## config.mk

```make
export PLATFORM = sky130hd
export DESIGN_NAME = tt_sweep_ctrl_flat
export DESIGN_NICKNAME = d
export VERILOG_FILES = /design/src/rtl/tt_sweep_pkg.sv /design/src/rtl/tt_sweep_ctrl_if.sv /design/src/rtl/tt_settle_timer.sv /design/src/rtl/tt_sweep_ctrl.sv /design/src/flat_wrapper.sv
export SDC_FILE = /design/constraint.sdc
export NUM_CORES = 1
export LEC_CHECK = 0
export ABC_AREA = 1
export CAP_MARGIN = 30
export CORE_UTILIZATION = 45
export CTS_CLUSTER_DIAMETER = 30
export DETAILED_ROUTE_END_ITERATION = 8
export HOLD_SLACK_MARGIN = 0.03
export PLACE_DENSITY = 0.74
export SLEW_MARGIN = 5
export SYNTH_ARGS = -nofsm -noshare
export SYNTH_HDL_FRONTEND = slang
export SYNTH_HIERARCHICAL = 1
export SYNTH_SLANG_ARGS = --single-unit
```

## constraint.sdc

```tcl
create_clock -name clk -period 4.8 [get_ports clk]
set_clock_uncertainty 0.05 [all_clocks]
set_input_delay 0.96 -clock clk [delete_from_list [all_inputs] [get_ports clk]]
set_output_delay 0.96 -clock clk [all_outputs]
set_load 0.1 [all_outputs]
```

## src/rtl/tt_sweep_pkg.sv

```systemverilog
// rtl/tt_sweep_pkg.sv - shared types and constants for the truth-table sweep controller
package tt_sweep_pkg;

    localparam int TT_W = 8;
    localparam int N_IN = 3;

    localparam logic [TT_W-1:0] TT_0X72 = 8'h72;

    typedef enum logic [1:0] {
        IDLE,
        SETTLE,
        DONE
    } state_t;

    // Row 000 lands in the MSB of the truth-table code.
    function automatic logic [N_IN-1:0] vec_to_bit(input logic [N_IN-1:0] v);
        return 3'd7 - v;
    endfunction

endpackage

```

## src/rtl/tt_sweep_ctrl_if.sv

```systemverilog
// rtl/tt_sweep_ctrl_if.sv - host and gate-under-test signals of the sweep controller
interface tt_sweep_ctrl_if;
    import tt_sweep_pkg::*;

    logic              start;
    logic              abort;
    logic [TT_W-1:0]   expected_tt;
    logic [N_IN-1:0]   gate_in;
    logic              gate_out;
    logic              busy;
    logic              done;
    logic [TT_W-1:0]   tt_result;
    logic              tt_valid;
    logic              match;
    logic              unstable;

    modport master (
        output start, abort, expected_tt, gate_out,
        input  gate_in, busy, done, tt_result, tt_valid, match, unstable
    );

    modport slave (
        input  start, abort, expected_tt, gate_out,
        output gate_in, busy, done, tt_result, tt_valid, match, unstable
    );

endinterface

```

## src/rtl/tt_settle_timer.sv

```systemverilog
// rtl/tt_settle_timer.sv - loadable settle down-counter; one-before-zero flag under TT_SWEEP_STABILITY_EN
module tt_settle_timer (
    input  logic       clk,
    input  logic       rst,
    input  logic       load,
    input  logic       dec,
    input  logic [7:0] load_val,
`ifdef TT_SWEEP_STABILITY_EN
    output logic       one,
`endif
    output logic       zero
);

    logic [7:0] cnt;

    always_ff @(posedge clk or posedge rst) begin
        if (rst) begin
            cnt <= 8'd0;
        end else if (load) begin
            cnt <= load_val;
        end else if (dec && cnt != 8'd0) begin
            cnt <= cnt - 8'd1;
        end
    end

    assign zero = (cnt == 8'd0);
`ifdef TT_SWEEP_STABILITY_EN
    assign one  = (cnt == 8'd1);
`endif

endmodule

```

## src/rtl/tt_sweep_ctrl.sv

```systemverilog
// rtl/tt_sweep_ctrl.sv - sweeps all 8 vectors of a 3-input gate and assembles its truth-table code
// Optional output-stability check is compiled in with TT_SWEEP_STABILITY_EN.
module tt_sweep_ctrl
    import tt_sweep_pkg::*;
#(
    parameter int SETTLE_CYCLES = 4
) (
    input  logic             clk,
    input  logic             rst,
    tt_sweep_ctrl_if.slave   bus
);

    localparam logic [7:0] RELOAD = 8'(SETTLE_CYCLES - 1);

    state_t            state;
    logic [N_IN-1:0]   idx;
    logic              busy_r;
    logic              done_r;
    logic              tt_valid_r;
    logic              match_r;
    logic [TT_W-1:0]   tt_result_r;
    logic [TT_W-1:0]   exp_cap;

    logic accept;
    logic settling;
    logic cnt_zero;
    logic tmr_load;
    logic all_stable;

    assign accept   = (state == IDLE) && bus.start && !bus.abort;
    assign settling = (state == SETTLE) && !bus.abort;
    assign tmr_load = accept || (settling && cnt_zero && idx != 3'd7);

`ifdef TT_SWEEP_STABILITY_EN
    logic cnt_one;
    logic early_smp;
    logic unstable_r;

    tt_settle_timer u_timer (
        .clk      (clk),
        .rst      (rst),
        .load     (tmr_load),
        .dec      (settling),
        .load_val (RELOAD),
        .one      (cnt_one),
        .zero     (cnt_zero)
    );

    // The cnt==1 sample is compared with the committed cnt==0 sample of the same vector.
    always_ff @(posedge clk or posedge rst) begin
        if (rst) begin
            early_smp  <= 1'b0;
            unstable_r <= 1'b0;
        end else if (accept) begin
            early_smp  <= 1'b0;
            unstable_r <= 1'b0;
        end else if (settling) begin
            if (cnt_one)
                early_smp <= bus.gate_out;
            if (cnt_zero && bus.gate_out != early_smp)
                unstable_r <= 1'b1;
        end
    end

    assign all_stable   = !unstable_r;
    assign bus.unstable = unstable_r;
`else
    tt_settle_timer u_timer (
        .clk      (clk),
        .rst      (rst),
        .load     (tmr_load),
        .dec      (settling),
        .load_val (RELOAD),
        .zero     (cnt_zero)
    );

    assign all_stable   = 1'b1;
    assign bus.unstable = 1'b0;
`endif

    always_ff @(posedge clk or posedge rst) begin
        if (rst) begin
            state       <= IDLE;
            idx         <= 3'd0;
            busy_r      <= 1'b0;
            done_r      <= 1'b0;
            tt_valid_r  <= 1'b0;
            match_r     <= 1'b0;
            tt_result_r <= '0;
            exp_cap     <= '0;
        end else begin
            done_r <= 1'b0;
            case (state)
                IDLE: begin
                    if (accept) begin
                        exp_cap    <= bus.expected_tt;
                        idx        <= 3'd0;
                        tt_valid_r <= 1'b0;
                        match_r    <= 1'b0;
                        busy_r     <= 1'b1;
                        state      <= SETTLE;
                    end
                end
                SETTLE: begin
                    if (bus.abort) begin
                        // Partial tt_result is deliberately kept for debug.
                        idx    <= 3'd0;
                        busy_r <= 1'b0;
                        state  <= IDLE;
                    end else if (cnt_zero) begin
                        tt_result_r[vec_to_bit(idx)] <= bus.gate_out;
                        if (idx == 3'd7)
                            state <= DONE;
                        else
                            idx <= idx + 3'd1;
                    end
                end
                DONE: begin
                    done_r     <= 1'b1;
                    tt_valid_r <= 1'b1;
                    match_r    <= (tt_result_r == exp_cap) && all_stable;
                    busy_r     <= 1'b0;
                    state      <= IDLE;
                end
                default: state <= IDLE;
            endcase
        end
    end

    assign bus.gate_in   = idx;
    assign bus.busy      = busy_r;
    assign bus.done      = done_r;
    assign bus.tt_valid  = tt_valid_r;
    assign bus.match     = match_r;
    assign bus.tt_result = tt_result_r;

endmodule
```

## src/flat_wrapper.sv

```systemverilog
// flat-port wrapper written by rule: the top's interface ports become plain ports
module tt_sweep_ctrl_flat import tt_sweep_pkg::*;
#(
    parameter int SETTLE_CYCLES = 4
)
  (clk, rst, bus_start, bus_abort, bus_expected_tt, bus_gate_out, bus_gate_in, bus_busy, bus_done, bus_tt_result, bus_tt_valid, bus_match, bus_unstable);
  tt_sweep_ctrl_if bus_i ();
  input  logic clk;
  input  logic rst;
  input wire logic [$bits(bus_i.start)-1:0] bus_start;
  input wire logic [$bits(bus_i.abort)-1:0] bus_abort;
  input wire logic [$bits(bus_i.expected_tt)-1:0] bus_expected_tt;
  input wire logic [$bits(bus_i.gate_out)-1:0] bus_gate_out;
  output wire logic [$bits(bus_i.gate_in)-1:0] bus_gate_in;
  output wire logic [$bits(bus_i.busy)-1:0] bus_busy;
  output wire logic [$bits(bus_i.done)-1:0] bus_done;
  output wire logic [$bits(bus_i.tt_result)-1:0] bus_tt_result;
  output wire logic [$bits(bus_i.tt_valid)-1:0] bus_tt_valid;
  output wire logic [$bits(bus_i.match)-1:0] bus_match;
  output wire logic [$bits(bus_i.unstable)-1:0] bus_unstable;
  assign bus_i.start = bus_start;
  assign bus_i.abort = bus_abort;
  assign bus_i.expected_tt = bus_expected_tt;
  assign bus_i.gate_out = bus_gate_out;
  assign bus_gate_in = bus_i.gate_in;
  assign bus_busy = bus_i.busy;
  assign bus_done = bus_i.done;
  assign bus_tt_result = bus_i.tt_result;
  assign bus_tt_valid = bus_i.tt_valid;
  assign bus_match = bus_i.match;
  assign bus_unstable = bus_i.unstable;
  tt_sweep_ctrl #(.SETTLE_CYCLES(SETTLE_CYCLES)) u_core (.clk(clk), .rst(rst), .bus(bus_i));
endmodule
```

After elaboration in Yosys (flattened, before gate mapping)
Index checks and enable logic that the tools add are counted.
{ "classes": {"add_sub_neg": 3, "n_lt_le_gt_ge": 2, "n_eq_ne": 10, "mux": 22, "bitwise_logic": 1, "reduce_logical": 22} }
{ "op_table": {"columns": ["cell", "n"], "rows": [
  ["$mux W8", 2],
  ["$mux W3", 4],
  ["$ne A3 B3 Y1 const B", 3],
  ["$reduce_and A3 Y1", 3],
  ["$bwmux W8", 1],
  ["$eq A8 B8 Y1", 1],
  ["$logic_not A8 Y1", 1],
  ["$mux W2", 4],
  ["$reduce_bool A8 Y1", 1],
  ["$sub A8 B1 Y8 const B", 1],
  ["$logic_and A1 B1 Y1", 7],
  ["$pmux W3 S2", 1],
  ["$reduce_bool A2 Y1", 3],
  ["$mux W1", 5],
  ["$lt A3 B4 Y1 const B", 1],
  ["$pmux W1 S2", 2],
  ["$pmux W2 S2", 1],
  ["$reduce_and A2 Y1", 2],
  ["$reduce_and A4 Y1", 1],
  ["$add A3 B1 Y3 const B", 1],
  ["$demux W1 S3", 1],
  ["$eq A3 B3 Y1 const B", 1],
  ["$ge A3 B1 Y1 const B", 1],
  ["$ne A3 B2 Y1 const B", 1],
  ["other kinds (11)", 11]
]} }
{ "word_totals": {"ff_bits": 33, "inputBits": 13, "output_inout_bits": 16, "wordCells": 69} }

Longest topological paths before layout
{ "depth": {"depth_word": 6, "ltp_mapped": 12, "mapped_depth_nobuf": 11} }

Hierarchy
The synthesis kept the hierarchy.
{ "by_module_without_submodules": {"columns": ["mod", "instances", "cells_each", "area_per_inst_um2", "seq_area_each_um2"], "rows": [
  ["tt_sweep_ctrl", 1, 161, 1322.5, 625.6],
  ["tt_settle_timer", 1, 91, 633.1, 200.2]
]} }

Least setup slack after synthesis
OpenSTA, ideal clock, no wires.
{ "synth_path": {"path_type": "register -> register", "start": "register u_core.idx[0] (netlist: u_core/bus.gate_in[0])", "end": "register u_core.u_timer.cnt[1]", "setup_time_ns": 0.118, "arrival_time_ns": 2.340, "required_ns": 4.632, "slack_ns": 2.292, "stages_incl_launch_ff": 10, "path_buffers": 1, "period_less_slack_ns": 2.508, "cell_sequence": "dfrtp_1 > ha_1 > ha_1 > nor2_1 > inv_1 > o21ai_0 > clkbuf_1 > o21ai_0 > nand2_1 > o21ai_2"} }
{ "synth_via": {"elab_chain_len": 4, "word_cells_on_any_way": 5} }
{ "synth_rtl": {"columns": ["element", "line", "text"], "rows": [
  ["from (decl)", "tt_sweep_ctrl.sv:16", "logic [N_IN-1:0] idx;"],
  ["from (signal assigned)", "tt_sweep_ctrl.sv:115", "idx <= idx + 3'd1;"],
  ["$ne A3 B3 Y1 (*)", "tt_sweep_ctrl.sv:32", "assign tmr_load = accept || (settling && cnt_zero && idx != 3'd7);"],
  ["$logic_and A1 B1 Y1 (*)", "tt_sweep_ctrl.sv:32", null],
  ["$logic_or A1 B1 Y1 (*)", "tt_sweep_ctrl.sv:32", null],
  ["net u_core.tmr_load", "tt_sweep_ctrl.sv:27", "logic tmr_load;"],
  ["$mux W8 / $reduce_bool A2 Y1 (equally long branches)", null, null],
  ["to (signal assigned)", "tt_settle_timer.sv:20", "cnt <= load_val;"],
  ["to (signal assigned)", "tt_settle_timer.sv:22", "cnt <= cnt - 8'd1;"],
  ["to (decl)", "tt_settle_timer.sv:14", "logic [7:0] cnt;"]
]} }
Mark *: on every way through the listed nets, which the timed path passes. The rest lies on a longest branch.
A chain may end at the register's enable or synchronous reset.

Final worst setup path
{ "layout_path": {"start": "register u_core.idx[0] (netlist: u_core/bus.gate_in[0])", "end": "output port bus_gate_in[0]"} }
{ "layout_lines": {"columns": ["element", "line", "text"], "rows": [
  ["to (decl)", "flat_wrapper.sv:14", "output wire logic [$bits(bus_i.gate_in)-1:0] bus_gate_in;"]
]} }
No word-level cell between the ends.

==> impl_metrics.csv <==
group,metric,value,unit
worst_setup_path,path_buf_inv,1,
floorplanning,die_h,67.9,microns
global_routing,antenna_found_initial,0,
job,maxCapViolCount,0,
worst_setup_path,worstPathArrival,2000,ps
floorplanning,num_io_pins,29,
sta,finalSetupTns,0,ps
final_layout,regArea,826,sq um
global_routing,grt_use_total,19.2,%
worst_setup_path,r2r_cells,11,
worst_setup_path,path_max_fanout,9,
min_path,hold_depth,2,
detailed_routing,routedWlPerCell,11.4,microns
power,cellPowerDensity,566,mW/mm^2
final_layout,insertedDiodeCount,0,
detailed_routing,route.vias.total,1597,
detailed_routing,drt_wl_total,3890,microns
clocking,path_clk_slew,70,ps
placed_design,port_buffers,27,
floorplanning,start_util,47.9,%
final_layout,areaGrowthSynthToFinish,23.5,%
worst_setup_path,critical_path_required,3790,ps
placed_design,place_congestion,0.826,
final_layout,multi_input_area,0.00100,sq mm
placed_design,hpwl,2960,microns
worst_setup_path,cp_slowest_cell,"clkdlybuf4s50_1",
clocking,cts_resized,0,
worst_setup_path,path_delay_family,"buffers and inverters",
clocking,cts_tree,"yes",
yosys,netlist_area,0.00196,sq mm
sta,fin_crit_sh,62.7,%
yosys,synth_edf_count,0,
floorplanning,chipWidth,67.9,microns
min_path,hold_class,"reg2reg",
final_layout,n_fill_cell,384,
clocking,postCtsSetupBuffers,0,
min_path,hold_path_end,"u_core/bus.tt_valid$_DFFE_PP0P_",
final_layout,drive_gt1_share,10.6,%
global_routing,grt_pass1_wl,6510,microns
yosys,synthFlopType,"dfrtp_1",
yosys,syn_area_per_cell,7.76,sq um
detailed_routing,via_per_inst,4.67,
worst_setup_path,reg2reg_from,"u_core/u_timer/cnt[0]$_DFFE_PP0P_",
clocking,htreeDepth,2,
sta,maxSlewHeadroom,34.6,%
clocking,cts.sinks,33,
global_routing,grt_start_max_net_pins,26,
worst_setup_path,reg2reg_setup_slack,2320,ps
worst_setup_path,start_kind,"flop",
detailed_routing,ant_nets,0,
power,p_leak,0.00116,uW
yosys,async_reset_ff_share,100,%
worst_setup_path,path_cells,"clkdlybuf4s50_1",
clocking,cts_buffers,5,
sta,hold_viol,0,
clocking,ctsRootBufferMaster,"clkbuf_8",
floorplanning,core_area,0.00409,sq mm
sta,finalCriticalPeriod,3010,ps
sta,rsz0062_at_grt,"no",
sta,report.final.slew_viol_count,0,
yosys,ys_warn_count,6,
sta,setup_viol,0,
power,fin_total_pwr,1370,uW
yosys,synth_cells,252,
detailed_routing,drt_pre_antenna_iters,4,
detailed_routing,drt_iter0_drc,131,
clocking,cts_hold_buffers,0,
clocking,clk_latency,280,ps
worst_setup_path,rr_endpoint,"u_core/u_timer/cnt[5]$_DFFE_PP0P_",
worst_setup_path,crit_path_end_kind,"primary output",
worst_setup_path,slowest_delay,1200,ps
min_path,min_from,"u_core/bus.tt_valid$_DFFE_PP0P_",
sta,worstMarginPinSlew,978,ps
detailed_routing,drc,0,
yosys,synth_seq_area_share,42.2,%
global_routing,grt.overflow.total,0,
clocking,cts_buffer_depth,2,
power,vdd_drop_max,0.000297,V
yosys,ys_types,28,
floorplanning,dieArea,0.00461,sq mm
yosys,yosys_register_bits,33,
sta,fmax,332,MHz
final_layout,finalNetCount,312,
worst_setup_path,critPathKind,"reg2out",
run_status,status,"finished clean",
global_routing,grt_pass1_vias,1453,
floorplanning,rows,23,
==> registers in the layout, summed over array words and instances, names as in the netlist <==
name	count
u_core/bus.tt_result	8
u_core/bus.match	1
u_core/exp_cap	8
u_core/bus.gate_in	3
u_core/bus.busy	1
u_core/bus.tt_valid	1
u_core/u_timer/cnt	8
u_core/state	2
u_core/bus.done	1
==> worst register-to-register path, stage by stage (launching register included) <==
cell and delay, ps:
dfrtp_1 370, inv_1 170, ha_1 200, nand2_1 120, nor2_1 300, inv_1 150
o21ai_0 190, buf_4 200, inv_1 180, or2_2 330, nand3_2 70, nand2_1 40
==> routing by layer <==
layer	GRT usage [%]	part of all wire, %	wire (microns)
met2	29.0	44	1700
met5	0	0	0
met3	4.50	4.1	160
met1	26.1	51	1970
met4	7.81	1.5	59
==> worst max path at each step <==
stage / from / endpoint / cells past startpoint
after floorplan: u_core/bus.gate_in[0]$_DFFE_PP0P_ / u_core/u_timer/cnt[1]$_DFFE_PP0P_ / 9
final: u_core/bus.gate_in[0]$_DFFE_PP0P_ / bus_gate_in[0] / 1
after global routing: u_core/bus.gate_in[0]$_DFFE_PP0P_ / bus_gate_in[0] / 1
after global placement: bus_abort / u_core/u_timer/cnt[5]$_DFFE_PP0P_ / 11
after detailed placement: bus_abort / u_core/u_timer/cnt[5]$_DFFE_PP0P_ / 11
after CTS: u_core/bus.gate_in[0]$_DFFE_PP0P_ / bus_gate_in[0] / 1
==> cells in the final DEF, fill, tap and decap left out <==
| cell type | instances |
|---|---|
| o21ai_2 | 4 |
| nor2_2 | 2 |
| nand2_4 | 3 |
| nand3_1 | 17 |
| buf_4 | 1 |
| nand3_2 | 1 |
| clkinv_2 | 2 |
| buf_16 | 1 |
| ha_1 | 8 |
| inv_1 | 33 |
| clkdlybuf4s50_1 | 27 |
| nand2_1 | 76 |
| inv_2 | 2 |
| o21ai_0 | 14 |
| clkinvlp_4 | 1 |
| clkbuf_8 | 5 |
| a21boi_1 | 1 |
| or2_2 | 1 |
| mux2_2 | 4 |
| xnor2_1 | 6 |
| nand4_1 | 5 |
| nor2_4 | 2 |
| o211ai_1 | 1 |
| nor2_1 | 20 |
| nand3_4 | 1 |
| a21oi_1 | 6 |
| dfrtp_1 | 33 |
| o21ai_4 | 1 |
| o22ai_1 | 1 |
| nor3_1 | 4 |
| conb_1 | 9 |
==> cell type report <==
class	instances	share of cell area (%)
multi-input combinational	187	41.6
sequential	33	34.2
timing repair buffer	29	12.6
inverter	35	5.44
clock buffer	5	2.85
tap	50	2.59
clock inverter	3	0.725
==> cells by family after synthesis <==
logic type / share of synthesized area, %
flip-flops: 42.2
XOR/XNOR: 2.69
multiplexers: 2.30
buffers and inverters: 7.81
AND/OR/NAND/NOR: 30.6
adder cells (fa/ha/maj): 5.12
other: 0.384
AO/OA/AOI/OAI: 8.83
==> power by group <==
part           switching (uW)  total [uW]  internal [uW]
Sequential               82.9         452            370
Clock                     103         203           99.9
Combinational             471         712            241
==> synthesized netlist by cell type, types with 2 or more instances <==
cell type / instances / area share (%)
buf_2: 2 / 0.51
o21ai_2: 4 / 1.8
nand2_4: 3 / 1.7
nor3_1: 4 / 1.0
inv_1: 33 / 6.3
nor2_1: 20 / 3.8
mux2_2: 4 / 2.3
nor2_2: 2 / 0.64
nand4_1: 5 / 1.6
xnor2_1: 6 / 2.7
inv_2: 2 / 0.38
nand3_1: 17 / 4.4
o21ai_0: 14 / 3.6
nor2_4: 2 / 1.2
conb_1: 2 / 0.38
dfrtp_1: 33 / 42
a21oi_1: 6 / 1.5
nand2_1: 76 / 15
ha_1: 8 / 5.1
==> metrics by stage <==
| step | std cells | util, % | area (sq um) | setup WS [ps] | hold WS (ps) |
|---|---|---|---|---|---|
| floorplan | 259 | - | 1980 | 2290 | 440 |
| global placement | 333 | 56.3 | 2300 | 1890 | 423 |
| detailed placement | 333 | 56.3 | 2300 | 1870 | 423 |
| CTS | 341 | 58.4 | 2390 | 1790 | 440 |
| global route | 342 | 59.1 | 2410 | 1750 | 488 |
| finish | 342 | 59.1 | 2410 | 1790 | 439 |
Note: power is estimated with default switching activity, not from simulation.
